===== config.mk =====
export PLATFORM = sky130hd
export DESIGN_NAME = bclmul
export DESIGN_NICKNAME = d
export VERILOG_FILES = /design/src/rtl/bclmul.sv
export SDC_FILE = /design/constraint.sdc
export NUM_CORES = 1
export LEC_CHECK = 0
export CAP_MARGIN = 30
export CELL_PAD_IN_SITES_DETAIL_PLACEMENT = 1
export CELL_PAD_IN_SITES_GLOBAL_PLACEMENT = 1
export CORE_MARGIN = 2
export CORE_UTILIZATION = 50
export DETAILED_ROUTE_END_ITERATION = 10
export PLACE_DENSITY = 0.95
export SYNTH_ARGS = -nofsm -noshare
export SYNTH_HDL_FRONTEND = slang
export SYNTH_SLANG_ARGS = --single-unit

===== constraint.sdc =====
create_clock -name s_clk_i -period 7.7 [get_ports s_clk_i]
set_input_delay 1.155 -clock s_clk_i [delete_from_list [all_inputs] [get_ports s_clk_i]]
set_output_delay 1.155 -clock s_clk_i [all_outputs]
set_load 0.01 [all_outputs]

===== src/rtl/bclmul.sv =====
// Multi-cycle carry-less multiplier (CLMUL / CLMULH / CLMULR) for the execute stage.
// Each RUN cycle folds P_BPC bits of operand 2 into a 64-bit accumulator.
module bclmul #(
    parameter int unsigned P_BPC = 4
) (
    input  logic        s_clk_i,
    input  logic        s_reset_i,
    input  logic        s_start_i,
    input  logic        s_kill_i,
    input  logic [1:0]  s_mode_i,
    input  logic [31:0] s_op1_i,
    input  logic [31:0] s_op2_i,
    output logic        s_busy_o,
    output logic        s_valid_o,
    output logic [31:0] s_result_o
);

    localparam logic [4:0] IdxStep = 5'(P_BPC);
    localparam logic [4:0] IdxLast = 5'(32 - P_BPC);

    typedef enum logic [1:0] {
        StIdle,
        StRun,
        StDone
    } state_e;

    state_e      state_q, state_d;
    logic [63:0] acc_q, acc_d;
    logic [4:0]  idx_q, idx_d;
    logic [31:0] op1_q, op1_d;
    logic [31:0] op2_q, op2_d;
    logic [1:0]  mode_q, mode_d;
    logic [31:0] result_q, result_d;

    logic [63:0]      base;
    logic [P_BPC-1:0] window;
    logic [63:0]      acc_step;
    logic [31:0]      acc_sel;

    // Partial product for the current window of operand-2 bits.
    always_comb begin
        base     = 64'(op1_q) << idx_q;
        window   = P_BPC'(op2_q >> idx_q);
        acc_step = acc_q;
        for (int unsigned j = 0; j < P_BPC; j++) begin
            if (window[j]) begin
                acc_step = acc_step ^ (base << j);
            end
        end
    end

    always_comb begin
        unique case (mode_q)
            2'b01:   acc_sel = acc_step[63:32];
            2'b10:   acc_sel = acc_step[62:31];
            default: acc_sel = acc_step[31:0];
        endcase
    end

    always_comb begin
        state_d  = state_q;
        acc_d    = acc_q;
        idx_d    = idx_q;
        op1_d    = op1_q;
        op2_d    = op2_q;
        mode_d   = mode_q;
        result_d = result_q;

        if (s_kill_i) begin
            state_d = StIdle;
        end else begin
            unique case (state_q)
                StIdle, StDone: begin
                    state_d = StIdle;
                    if (s_start_i) begin
                        op1_d   = s_op1_i;
                        op2_d   = s_op2_i;
                        mode_d  = s_mode_i;
                        acc_d   = '0;
                        idx_d   = '0;
                        state_d = StRun;
                    end
                end
                StRun: begin
                    acc_d = acc_step;
                    idx_d = idx_q + IdxStep;
                    if (idx_q == IdxLast) begin
                        state_d  = StDone;
                        result_d = acc_sel;
                    end
                end
                default: state_d = StIdle;
            endcase
        end
    end

    always_ff @(posedge s_clk_i or posedge s_reset_i) begin
        if (s_reset_i) begin
            state_q  <= StIdle;
            acc_q    <= '0;
            idx_q    <= '0;
            op1_q    <= '0;
            op2_q    <= '0;
            mode_q   <= '0;
            result_q <= '0;
        end else begin
            state_q  <= state_d;
            acc_q    <= acc_d;
            idx_q    <= idx_d;
            op1_q    <= op1_d;
            op2_q    <= op2_d;
            mode_q   <= mode_d;
            result_q <= result_d;
        end
    end

    assign s_busy_o   = (state_q == StRun);
    assign s_valid_o  = (state_q == StDone);
    assign s_result_o = result_q;

endmodule


==> results.json <==
{
  "vias": 13000,
  "drt-initial-drc-count": 1816,
  "fin_setup_tns_ps": 0,
  "rows": 59,
  "antenna_cells": 0,
  "status": "complete, but fails checks",
  "final_core_util_pct": 57.0,
  "synthCells": 1476,
  "synth.ff_latch_count": 167,
  "stdcell_area_sq_um": 14900,
  "grt_pass1_vias": 13300,
  "htreeDepth": 4,
  "synth_edf_count": 0,
  "rsz0062_at_grt": "no",
  "clk_path_buf_depth": 2,
  "wirelength_mm": 51.9,
  "setup_viol": 0,
  "initial_utilization_pct": 51.0,
  "synth.area.top_cells": "dfrtp_1, nand2_1, xnor2_1",
  "crit_chain": "buf_4 > mux4_2 > inv_1 > a211o_1 > a21oi_2 > xnor3_1 > a221oi_1 > nor2_1",
  "synth_common_cells": "nand2_1, dfrtp_1, xnor2_1, nand3_1, clkbuf_1",
  "drc": 4,
  "cts.sinks": 167,
  "fmax_ghz": 0.229,
  "yosysWarnings": 0,
  "netlist_area_sq_um": 13300,
  "period_needed_ps": 4360,
  "drt_pass1_iterations": 9,
  "crit_required_ps": 8030,
  "grt_usage_pct": 37.4,
  "start_kind": "flop",
  "insertion_delay_ps": 470,
  "fp.dieW_um": 167,
  "worst-path-max-fanout": 53,
  "postCtsSetupBuffers": 0,
  "fin_cells": 1834,
  "routed_via_density": 7.09,
  "finalWeightedCongestion": 0.990,
  "wl_per_cell_um": 28.3,
  "die_area_sq_um": 28000,
  "yosysUniqueCellTypes": 85,
  "relSlewSlack_pct": 19.9,
  "cp.arrival_ps": 4690,
  "worstMarginPinSlew_ps": 1200,
  "antenna_found_initial": 0,
  "hpwl_mm": 34.1,
  "async_flop_share_pct": 100,
  "syn_nets": 1551,
  "grt_pass1_wl_mm": 80.2,
  "numCtsBuffers": 17,
  "die_y_um": 167,
  "cts_resized": 0,
  "maxCapViolCount": 0,
  "yosysSeqAreaShare_pct": 31.3,
  "grt_start_max_net_pins": 71,
  "crit_path_end_kind": "flop",
  "power_density_nw_per_um2": 404,
  "area_delta_synth_final_pct": 11.8,
  "layout-drive-gt1-share_pct": 10.0,
  "synth_top_cell_area_share_pct": 31.3,
  "placed_area_sq_um": 14300,
  "hold_violations": 0,
  "hold_class": "reg2reg",
  "leakage_nw": 6.26,
  "clk_pin_slew_ps": 80,
  "yosysMostFrequentCell": "nand2_1",
  "cts_tree": "built",
  "clock_skew_ps": 14.9,
  "io_buffers": 103,
  "violations": "design-rule violations",
  "nNetsFinal": 1561,
  "cts_root_buf": "clkbuf_16",
  "critical_path_class": "reg2reg",
  "grt.overflow.total": 0,
  "max_stage_delay_ps": 870,
  "holdBufCountCts": 0,
  "core_sq_um": 26100,
  "drv_slew": 0,
  "dp_cells": 1802,
  "drtAntennaViolNets": 0,
  "syn_area_per_cell_sq_um": 9.03,
  "peakVddDrop_mv": 0.211,
  "finalCritPeriodShare_pct": 56.6,
  "ys.flop_type": "dfrtp_1",
  "io_pins": 104,
  "slowest_stage": "dfrtp_4",
  "synth_top_cell_by_area": "dfrtp_1"
}
-- cells by family (layout without fill, tap and decap cells) --
group           Yosys count  count (layout)  share of synthesized area (%)
compound gates          353             353                           19.8
xor+xnor                175             175                           15.0
fa+ha+maj                 5               5                          0.469
buf+inv                 152             175                           5.88
flops                   167             167                           31.3
mux                      80              80                           9.25
simple gates            544             544                           18.3
-- layout make-up --
type	count	area [sq um]
fill	3007	11200
clock inverter	14	181
multi-input combinational	1157	8390
tap	335	419
sequential	167	4190
timing repair buffer	125	1210
clock buffer	18	439
inverter	18	72.6
-- cells in the final DEF (no fill, tap or decap), types with 40 or more instances in the layout --
cell,count
a21oi_1,40
xnor2_1,95
xor2_1,46
clkdlybuf4s50_1,103
o21ai_0,49
dfrtp_1,164
nand2_1,326
nor2_1,42
a22o_1,45
nand3_1,90
-- layer usage --
metal	vias to the layer above	routed length, um	global-route usage, %	share of wire, %
met2	917	23800	58.7	46
met5	-	0	0	0
met3	256	5360	7.75	10
met4	0	3940	25.0	7.6
met1	6502	18800	46.9	36
li1	5335	-	-	-
-- worst paths after layout --
check | slack, ps | to | start | cells after the start
max | 3340 | s_result_o[20] | idx_q[3] | 8
min | 490 | s_result_o[26] | s_result_o[26] | 2
max reg2reg | 3340 | s_result_o[20] | idx_q[3] | 8
min reg2reg | 490 | s_result_o[26] | s_result_o[26] | 2
max in group asynchronous | 5150 | idx_q[2] | s_reset_i | 3
min in group asynchronous | 1160 | acc_q[33] | s_reset_i | 2
-- power breakdown --
| part | internal, mW | switching (mW) |
|---|---|---|
| clock network | 0.506 | 0.464 |
| registers | 1.09 | 0.358 |
| logic | 1.39 | 2.21 |
-- through the flow --
step                      power [mW]  hold slack (ps)  worst slack (ps)
after floorplan                 3.79              452              2030
after global placement          4.69              464              3250
after detailed placement        4.84              482              3120
after CTS                       5.85              498              3470
after global routing            6.19              530              3100
final                           6.02              491              3340
-- sequential cells by signal, indices dropped and copies added (netlist names) --
signal	count
op1_q	32
mode_q	2
op2_q	32
s_result_o	32
state_q	2
acc_q	64
idx_q	3
-- worst max-delay path, delay by kind of cell, from the launching register on --
family / cells / cell delay, ps
buffers and inverters: 2 / 940
DFF: 1 / 870
and+or+nand+nor: 1 / 130
muxes: 1 / 830
xor gates and xnor gates: 1 / 480
AOI/OAI and AO/OA: 3 / 940
(Power assumes the default switching activity.)
